--- src/rtl/btn_event_ctrl.sv ---
// ============================================================================
// btn_event_ctrl
// ----------------------------------------------------------------------------
// Purpose:
//   Turns a debounced button level into events. A new press produces a single
//   cycle press_pulse and advances a wrap-around index. A press held for
//   HOLD_CYCLES cycles raises `hold`, which stays high until release.
//
// Optional feature (compile-time macro BTN_AUTOREPEAT_EN):
//   When the macro is defined, a held button also produces an auto-repeat
//   press_pulse every REPEAT_CYCLES cycles. Each repeat advances the index
//   exactly like a new press. When the macro is undefined, HOLD is a pure
//   wait state and REPEAT_CYCLES has no effect.
//
// Ports:
//   clk         in   1      system clock, rising edge
//   reset       in   1      asynchronous active-high reset
//   db_sig      in   1      debounced button level (1 = pressed), clk-synchronous
//   press_pulse out  1      one-cycle event: new press or auto-repeat tick
//   index       out  IDX_W  current position, advances on every press_pulse
//   hold        out  1      high while a long press is in progress
//
// All outputs are registered.
// ============================================================================
module btn_event_ctrl #(
    parameter int unsigned HOLD_CYCLES   = 25000000,
    parameter int unsigned REPEAT_CYCLES = 5000000,
    parameter int unsigned CNT_W         = 25,
    parameter int unsigned IDX_MAX       = 15,
    parameter int unsigned IDX_W         = 4
) (
    input  logic             clk,
    input  logic             reset,
    input  logic             db_sig,
    output logic             press_pulse,
    output logic [IDX_W-1:0] index,
    output logic             hold
);

    // ------------------------------------------------------------------------
    // Elaboration-time parameter sanity checks
    // ------------------------------------------------------------------------
    if (HOLD_CYCLES < 2 || REPEAT_CYCLES < 1) begin : g_bad_cycles
        $error("btn_event_ctrl: HOLD_CYCLES must be >= 2 and REPEAT_CYCLES >= 1");
    end

    // Terminal timer values, sized to the timer so comparisons are width-exact.
    localparam logic [CNT_W-1:0] HOLD_LAST = CNT_W'(HOLD_CYCLES - 1);
    localparam logic [IDX_W-1:0] IDX_LAST  = IDX_W'(IDX_MAX);

    typedef enum logic [1:0] {
        ST_IDLE,
        ST_PRESS,
        ST_HOLD
    } state_e;

    state_e           state_q,       state_d;
    logic [CNT_W-1:0] timer_q,       timer_d;
    logic             press_pulse_q, press_pulse_d;
    logic [IDX_W-1:0] index_q,       index_d;
    logic             hold_q,        hold_d;
    logic [IDX_W-1:0] index_inc;

    // Wrap-around successor of the current index (no saturation).
    assign index_inc = (index_q == IDX_LAST) ? '0 : index_q + IDX_W'(1);

    // ------------------------------------------------------------------------
    // Next-state / next-output logic
    // ------------------------------------------------------------------------
    always_comb begin
        // NOTE: every signal gets a default first so no path through the case
        // leaves a variable unassigned, which would infer a latch.
        state_d       = state_q;
        timer_d       = timer_q;
        press_pulse_d = 1'b0;
        index_d       = index_q;
        hold_d        = hold_q;

        unique case (state_q)
            ST_IDLE: begin
                if (db_sig) begin
                    state_d       = ST_PRESS;
                    timer_d       = '0;
                    press_pulse_d = 1'b1;
                    index_d       = index_inc;
                end
            end

            ST_PRESS: begin
                // Release is tested first so it wins over a same-edge expiry.
                if (!db_sig) begin
                    state_d = ST_IDLE;
                    timer_d = '0;
                end else if (timer_q == HOLD_LAST) begin
                    state_d = ST_HOLD;
                    hold_d  = 1'b1;
                    timer_d = '0;
                end else begin
                    timer_d = timer_q + CNT_W'(1);
                end
            end

            ST_HOLD: begin
                if (!db_sig) begin
                    state_d = ST_IDLE;
                    hold_d  = 1'b0;
                    timer_d = '0;
                end else begin
`ifdef BTN_AUTOREPEAT_EN
                    if (timer_q == CNT_W'(REPEAT_CYCLES - 1)) begin
                        press_pulse_d = 1'b1;
                        index_d       = index_inc;
                        timer_d       = '0;
                    end else begin
                        timer_d = timer_q + CNT_W'(1);
                    end
`else
                    // Wait state: timer parked at zero, index frozen.
                    timer_d = '0;
`endif
                end
            end

            default: begin
                state_d = ST_IDLE;
                timer_d = '0;
                hold_d  = 1'b0;
            end
        endcase
    end

    // ------------------------------------------------------------------------
    // State and output registers
    // ------------------------------------------------------------------------
    // NOTE: sequential state uses non-blocking assignments so every flop samples
    // the pre-edge values regardless of statement order.
    always_ff @(posedge clk or posedge reset) begin
        if (reset) begin
            state_q       <= ST_IDLE;
            timer_q       <= '0;
            press_pulse_q <= 1'b0;
            index_q       <= '0;
            hold_q        <= 1'b0;
        end else begin
            state_q       <= state_d;
            timer_q       <= timer_d;
            press_pulse_q <= press_pulse_d;
            index_q       <= index_d;
            hold_q        <= hold_d;
        end
    end

    assign press_pulse = press_pulse_q;
    assign index       = index_q;
    assign hold        = hold_q;

endmodule

--- config.mk ---
export PLATFORM = sky130hd
export DESIGN_NAME = btn_event_ctrl
export DESIGN_NICKNAME = d
export VERILOG_FILES = /design/src/rtl/btn_event_ctrl.sv
export SDC_FILE = /design/constraint.sdc
export NUM_CORES = 1
export LEC_CHECK = 0
export CORE_UTILIZATION = 25
export CTS_CLUSTER_DIAMETER = 40
export DETAILED_ROUTE_END_ITERATION = 8
export SYNTH_ARGS = -nofsm -noshare
export SYNTH_HDL_FRONTEND = slang
export SYNTH_SLANG_ARGS = --single-unit
--- constraint.sdc ---
create_clock -name clk -period 2.1 [get_ports clk]
set_input_delay 0.315 -clock clk [delete_from_list [all_inputs] [get_ports clk]]
set_output_delay 0.315 -clock clk [all_outputs]
set_load 0.01 [all_outputs]
== Word-level counts from Yosys, hierarchy flattened ==
Index checks and enable logic that the tools add are counted.

* Flip-flop bits (word level): 33
* Input bits: 3
* Word-level logic and storage cells: 37

* Add/subtract/negate cells: 2
* Equality and inequality tests: 9
* Mux-type cells: 16
* Bitwise logic cells: 1
* Reduce and logical (&&, ||, !) cells: 4

{| class="wikitable"
|+ Operator list
! kind !! number
|-
| 25-bit 2-to-1 mux || 3
|-
| 25-bit one-hot mux with 2 select lines || 1
|-
| 25-bit by 1-bit adder with 25-bit output (second input constant) || 1
|-
| 25-bit == test (second input constant) || 1
|-
| 2-bit 2-to-1 mux || 4
|-
| 2-bit inequality test (second input constant) || 4
|-
| 2-bit one-hot mux with 3 select lines || 1
|-
| 1-bit 2-to-1 mux || 5
|-
| 4-bit by 1-bit adder with 4-bit output (second input constant) || 1
|-
| 4-bit == test (second input constant) || 1
|-
| 4-bit 2-to-1 mux || 1
|-
| 4-bit AND reduction || 1
|-
| 3-bit inequality test (second input constant) || 1
|-
| 1-bit one-hot mux with 3 select lines || 1
|-
| 3-bit AND reduction || 1
|-
| 2-bit by 1-bit == test with 1-bit output (second input constant) || 1
|-
| 2-bit == test (second input constant) || 1
|-
| 2-bit logical NOT || 1
|-
| 2-bit AND reduction || 1
|-
| 1-bit NOT || 1
|}

== Depth between registers and ports, before layout ==
Gate-level depths: netlist of run 1.

* Word-level depth: 4
* Mapped depth: 7

== Worst setup path before layout of run 1 ==
No wires, ideal clock.

* Path type: flip-flop to flip-flop
* Start point: reg timer_q[8]
* End point: reg timer_q[11]
* Setup time: 119 ps
* Data arrival time: 1,753 ps
* Setup slack: 228 ps
* Stages on the path, launching flop included: 7
* Buffers on the path: 1
* Clock period less this slack: 1,872 ps
* Cell sequence: dfrtp_1 nor4b_4 nand4_2 o41a_4 o21ai_4 buf_6 nor2_1

* Word-level cells in the longest chain between the ends: 4

{| class="wikitable"
|+ Ends and longest elaborated chain
! element !! line !! RTL
|-
| start, declared || 58 || <nowiki>logic [CNT_W-1:0] timer_q, timer_d;</nowiki>
|-
| start signal, assigned || 146 || <nowiki>timer_q <= timer_d;</nowiki>
|-
| 25-bit by 1-bit adder with 25-bit output / 25-bit == test (equally long branches) || 99, 94 ||
|-
| 25-bit 2-to-1 mux (*) || 94 || <nowiki>end else if (timer_q == HOLD_LAST) begin</nowiki>
|-
| 25-bit 2-to-1 mux (*) || 91 || <nowiki>if (!db_sig) begin</nowiki>
|-
| 25-bit one-hot mux with 2 select lines (*) || 79 || <nowiki>unique case (state_q)</nowiki>
|}

Mark *: on every way between the ends. The rest lies on a longest branch, timed or not.
A chain may end at the register's enable or synchronous reset.

== Worst setup path in the final report of run 1 ==
* Start point: reg timer_q[1]
* End point: reg timer_q[23]

Same word-level chain as after synthesis.

==> results.py, run 1 <==
metrics = {
    "status": {
        "status": "complete, no violations",
    },
    "route": {
        "drtIter0Drc": 80,
        "routed_wl_um": 4100,
        "wl_per_cell_um": 12.6,
        "top_layer_used": "met4",
        "num_vias": 1542,
        "met1_length_um": 2020,
        "via_per_inst": 4.73,
        "wl_met2_um": 1910,
        "drtAntennaViolNets": 0,
        "route.met3.wl_um": 113,
        "dr.pass1.iters": 4,
        "drcViolationCount": 0,
    },
    "worst_setup_path": {
        "crit_chain": "ha_1 > nand3_1 > o41a_4 > buf_4 > a22oi_1 > a21oi_1",
        "cp-start-kind": "register",
        "end_kind": "register",
        "reg2reg_setup_slack_ns": 0.08,
        "worst_ep_required_time_ns": 2.25,
        "cp_max_fo": 6,
        "critPathMaxStageDelay_ns": 0.55,
        "cp_slowest_cell": "o41a_4",
        "cp.arrival_ns": 2.17,
        "critPathKind": "reg2reg",
    },
    "finish": {
        "multi_input_comb_area_sq_um": 998,
        "seq_area_sq_um": 826,
        "antenna_cells": 0,
        "num-fill-cells": 759,
        "drive_gt1_frac": 0.181,
        "nets": 231,
        "final_area_sq_um": 2290,
        "syn_to_final_growth_pct": 22.7,
        "fin_cells": 326,
        "final_core_util": 0.316,
    },
    "floorplanning": {
        "coreArea_sq_um": 7250,
        "die-width_um": 88.4,
        "fp-row-count": 31,
        "io_pins": 9,
        "initial_utilization": 0.258,
        "die_y_um": 88.4,
        "dieArea_sq_um": 7820,
    },
    "sta": {
        "slew-limit-headroom": 0.631,
        "drv_slew": 0,
        "period_needed_ns": 2.02,
        "setup_viol": 0,
        "fin_setup_tns_ns": 0,
        "fin_worst_skew_ns": 0.00341,
        "grt_setup_unrepaired": "no",
        "worst_pin_slew_ns": 0.539,
        "min_period_over_period": 0.962,
        "fmax_mhz": 495,
        "finalHoldViolations": 0,
    },
    "grt": {
        "antenna_found_initial": 0,
        "grt_max_degree": 34,
        "grt_pass1_wl_um": 7210,
        "grt_usage": 0.119,
        "overflow": 0,
        "grt_pass1_vias": 1507,
    },
    "synth": {
        "synth-seq-area-share": 0.442,
        "synth_top_area_share": 0.442,
        "synth_seq_cells": 33,
        "synthesis.area_sq_um": 1870,
        "yosys.area.top_type": "dfrtp_1",
        "synth.area.top_cells": "dfrtp_1 44%, nand3_1 5.1%, xor2_1 4.7%",
        "synth_fp_nets": 206,
        "ys_warn_count": 0,
        "synth_cell_types": 48,
        "synth_area_per_cell_sq_um": 9.29,
        "netlist_instances": 201,
    },
    "power": {
        "powerDensity_nw_per_um2": 652,
        "total_leakage_power_uw": 0.000924,
        "p_total_uw": 1500,
        "irDropWorstVdd_mv": 0.489,
    },
    "placed_design": {
        "placed_area_sq_um": 2170,
        "place.gp.congestion": 0.829,
        "place_inst": 317,
        "port_buffers": 8,
        "place_hpwl_um": 3040,
    },
    "cts": {
        "cts_buffer_depth": 2,
        "htreeDepth": 2,
        "cts_sinks": 33,
        "cts_buffers": 5,
        "path_clk_slew_ns": 0.07,
        "clock_latency_ns": 0.28,
        "cts_tree": "done",
        "clockRootBuffer": "clkbuf_8",
    },
    "job": {
        "maxCapViolations": 0,
    },
    "min_path": {
        "hold_class": "in2async",
    },
}
## cell usage in the layout (no fill, tap or decap), types with 2 or more instances in the layout
| cell type | n |
|---|---|
| buf_4 | 19 |
| a22oi_1 | 4 |
| xor2_1 | 10 |
| nor3_1 | 4 |
| nand4_1 | 7 |
| nand3b_1 | 2 |
| ha_1 | 2 |
| inv_1 | 5 |
| dfrtp_1 | 33 |
| o21ai_0 | 7 |
| and3_1 | 5 |
| o21a_1 | 2 |
| mux2i_1 | 2 |
| a31oi_1 | 4 |
| or3_1 | 4 |
| nand2_1 | 19 |
| xnor2_1 | 4 |
| clkbuf_8 | 5 |
| nor3b_2 | 2 |
| clkdlybuf4s50_1 | 8 |
| a21oi_1 | 7 |
| nor4_1 | 2 |
| nand3_1 | 19 |
| nor2_1 | 22 |
| clkinv_2 | 2 |
## where the power goes
part | internal (uW) | switching, uW | total (uW)
Sequential | 684 | 63.2 | 747
Clock | 229 | 227 | 456
Combinational | 157 | 135 | 292
## cell families (layout without fill, tap and decap cells)
| kind of cell | after synthesis | after routing | synth area share |
|---|---|---|---|
| AO/OA/AOI/OAI | 36 | 36 | 0.140 |
| XOR/XNOR | 14 | 14 | 0.0656 |
| adder cells (fa/ha/maj) | 2 | 2 | 0.0134 |
| buffers and inverters | 15 | 41 | 0.0362 |
| flip-flops | 33 | 33 | 0.442 |
| multiplexers | 3 | 3 | 0.0167 |
| AND/OR/NAND/NOR | 98 | 98 | 0.286 |
## Yosys cell counts, drive strengths merged
| cell | number |
|---|---|
| nand2 | 19 |
| xor2 | 10 |
| nor3 | 5 |
| dfrtp | 33 |
| nor4 | 3 |
| mux2i | 2 |
| a21boi | 1 |
| and2 | 1 |
| a2111oi | 1 |
| nor2 | 23 |
| inv | 5 |
| o21ai | 8 |
| a31oi | 4 |
| nor3b | 2 |
| a221oi | 1 |
| nand3 | 19 |
| mux2 | 1 |
| nor2b | 1 |
| o21a | 2 |
| ha | 2 |
| nor4b | 2 |
| xnor2 | 4 |
| o41a | 1 |
| and3 | 6 |
| o211ai | 1 |
| or4 | 1 |
| a21o | 2 |
| o41ai | 2 |
| nand3b | 2 |
| nand4 | 8 |
| and4 | 2 |
| o31ai | 1 |
| clkbuf | 6 |
| a21oi | 7 |
| buf | 4 |
| or3 | 4 |
| a41o | 1 |
| a22oi | 4 |
## metrics by stage
step,worst slack (ns),hold WS [ns]
2_1_floorplan,0.228,0.444
3_3_place_gp,0.0225,0.510
3_5_place_dp,-0.0215,0.538
4_1_cts,-0.0153,0.428
5_1_grt,0.00301,0.522
6_report,0.0797,0.415
## flip-flops by register name, summed over array words and instances, names as in the netlist
signal       flops
index            4
state_q          2
press_pulse      1
hold             1
timer_q         25
## critical path: cells and delay by family, from the launching register on
kind,cells,cell delay (ns)
AO/OA/AOI/OAI,3,0.79
adder cells (fa/ha/maj),1,0.27
buffers and inverters,1,0.17
flip-flops,1,0.43
AND/OR/NAND/NOR,1,0.23
## cell type report
cell class                 instances  share of cell area
clock buffer                       6              0.0317
inverter                           5             0.00819
tap                               99              0.0540
sequential                        33               0.360
multi-input combinational        153               0.436
timing repair buffer              28               0.106
clock inverter                     2             0.00437
## layer usage
| metal | vias to the layer above | global-route usage |
|---|---|---|
| met5 | - | 0 |
| met4 | 0 | 0.0308 |
| met3 | 5 | 0.0308 |
| met2 | 19 | 0.195 |
| met1 | 739 | 0.157 |
| li1 | 779 | - |
## worst paths after layout
path,to,cells past startpoint,from
max in group asynchronous,timer_q[19],3,reset
setup / recovery,timer_q[23],6,timer_q[1]
min in group clk,index[3],1,index[3]
hold / removal,index[1],3,reset
hold reg to reg,index[3],1,index[3]
setup reg to reg,timer_q[23],6,timer_q[1]
## repair_timing
action | CTS | global route
endpoints found under the setup margin | 11 | 13
resized for setup | 1 | 3
pin swaps | 1 | 2
setup buffers | 0 | 1
hold buffers | 0 | 0
Note: power is estimated with default switching activity, not from simulation.
==> run 2: changes to the inputs <==
--- a/config.mk
+++ b/config.mk
@@ -5,7 +5,9 @@
 export SDC_FILE = /design/constraint.sdc
 export NUM_CORES = 1
 export LEC_CHECK = 0
+export CORE_MARGIN = 2
 export CORE_UTILIZATION = 25
+export CTS_BUF_LIST = sky130_fd_sc_hd__clkbuf_4
 export CTS_CLUSTER_DIAMETER = 40
 export DETAILED_ROUTE_END_ITERATION = 8
 export SYNTH_ARGS = -nofsm -noshare
==> run 2 against run 1 <==
Against the previous run: non-clock buffer count rose by 2; clock skew rose by 0.0099 ns; sequential share of layout area rose by 0.079 points; critical path type unchanged; clock-buffer cell count stayed put; utilization decreased by 0.069 points; global-route usage is 0.61 points lower; combinational power about the same; flip-flop and latch count unchanged; largest cell class unchanged; cell count up 0.61%; via count rose by 3.6%; design area decreased by 0.22%.
==> results.py, run 2 (same netlist as run 1, synthesis figures left out) <==
metrics = {
    "status": {
        "status": "complete, no violations",
    },
    "power": {
        "irDropWorstVdd_mv": 0.467,
        "total_leakage_power_uw": 0.000938,
        "powerDensity_nw_per_um2": 665,
        "p_total_uw": 1520,
    },
    "floorplanning": {
        "fp-row-count": 31,
        "die_y_um": 90.4,
        "die-width_um": 90.4,
        "coreArea_sq_um": 7250,
        "initial_utilization": 0.258,
        "io_pins": 9,
        "dieArea_sq_um": 8180,
    },
    "finish": {
        "drive_gt1_frac": 0.183,
        "final_area_sq_um": 2290,
        "regMostFlops": "timer_q",
        "syn_to_final_growth_pct": 22.4,
        "mostFrequentLayoutCells": "33 x dfrtp_1, 22 x nor2_1, 21 x buf_4",
        "seq_area_sq_um": 826,
        "multi_input_comb_area_sq_um": 982,
        "antenna_cells": 0,
        "nets": 233,
        "final_common_cell": "dfrtp_1",
        "largest_reg_flops": 25,
        "num-fill-cells": 772,
    },
    "sta": {
        "setup_viol": 0,
        "grt_setup_unrepaired": "no",
        "fin_setup_tns_ns": 0,
        "finalHoldViolations": 0,
        "fin_worst_skew_ns": 0.0133,
        "period_needed_ns": 1.98,
        "fmax_mhz": 505,
        "min_period_over_period": 0.943,
        "worst_pin_slew_ns": 0.564,
        "slew-limit-headroom": 0.621,
        "drv_slew": 0,
    },
    "worst_setup_path": {
        "reg2regPathDepth": 6,
        "r2r-start": "timer_q[17]",
        "reg2reg_setup_slack_ns": 0.12,
        "cp_max_fo": 6,
        "end_kind": "register",
        "cp-startpoint": "timer_q[17]",
        "crit_end": "timer_q[23]",
        "worst_ep_required_time_ns": 2.31,
        "cp-start-kind": "register",
        "cp.arrival_ns": 2.20,
        "r2r_end": "timer_q[23]",
        "critPathKind": "reg2reg",
    },
    "placed_design": {
        "placed_area_sq_um": 2200,
        "place.gp.congestion": 0.847,
        "port_buffers": 8,
        "place_hpwl_um": 3030,
    },
    "cts": {
        "cts_tree": "done",
        "cts_buffer_depth": 2,
        "cts_buffers": 5,
        "path_clk_slew_ns": 0.11,
        "clockRootBuffer": "clkbuf_4",
        "clock_latency_ns": 0.34,
        "htreeDepth": 2,
        "hold_buffers": 0,
        "post-cts-setup-buffers": 0,
        "cts_sinks": 33,
        "cts-resized-gates": 0,
    },
    "route": {
        "route.met3.wl_um": 240,
        "drtIter0Drc": 70,
        "met1_length_um": 1880,
        "routed_wl_um": 4080,
        "num_vias": 1597,
        "wl_per_cell_um": 12.4,
        "top_layer_used": "met4",
        "via_per_inst": 4.87,
        "wl_met2_um": 1840,
        "drtAntennaViolNets": 0,
        "dr.pass1.iters": 4,
        "drcViolationCount": 0,
    },
    "grt": {
        "overflow": 0,
        "grt_pass1_wl_um": 7540,
        "grt_pass1_vias": 1630,
        "grt_max_degree": 34,
        "antenna_found_initial": 0,
        "grt_usage": 0.113,
    },
    "job": {
        "maxCapViolations": 0,
    },
    "min_path": {
        "hold_class": "in2async",
    },
}
run 2: critical path: stages, from the launching register on:
cell     delay (ns)
dfrtp_1        0.45
nor4b_4        0.28
nand4_2        0.15
o41a_4         0.55
buf_4          0.17
a22oi_1        0.16
a21oi_1        0.08
run 2: final cells by class:
| class | instances | share of cell area |
|---|---|---|
| Clock inverter | 2 | 0.0148 |
| Tap cell | 99 | 0.0542 |
| Inverter | 5 | 0.00821 |
| Clock buffer | 6 | 0.0197 |
| Sequential cell | 33 | 0.361 |
| Timing Repair Buffer | 30 | 0.113 |
| Multi-Input combinational cell | 153 | 0.429 |
run 2: through the flow:
stage               hold slack (ns)  instances  utilization  setup slack, ns
finish                        0.359        328        0.315            0.119
global placement              0.510        320        0.303            0.119
global route                  0.409        328        0.315          0.00306
floorplan                     0.444        201            -            0.228
detailed placement            0.511        320        0.303           0.0747
CTS                           0.377        328        0.314            0.104
run 2: worst min path at each step:
stage	to	slack [ns]	depth (start not counted)
finish	timer_q[11]	0.36	3
global route	timer_q[12]	0.41	3
CTS	timer_q[2]	0.38	3
detailed placement	index[3]	0.51	1
global placement	index[3]	0.51	1
floorplan	hold	0.44	1
run 2: metal layers:
metal / vias to the layer above / track usage
met5: - / 0
li1: 785 / -
met1: 757 / 0.146
met3: 12 / 0.0242
met2: 43 / 0.180
met4: 0 / 0.0551
run 2: power breakdown:
group	leakage [uW]	switching, uW	internal [uW]
combinational	0.000446	134	160
sequential	0.000449	61.6	683
clock	0.0000433	223	261
total	0.000938	418	1100
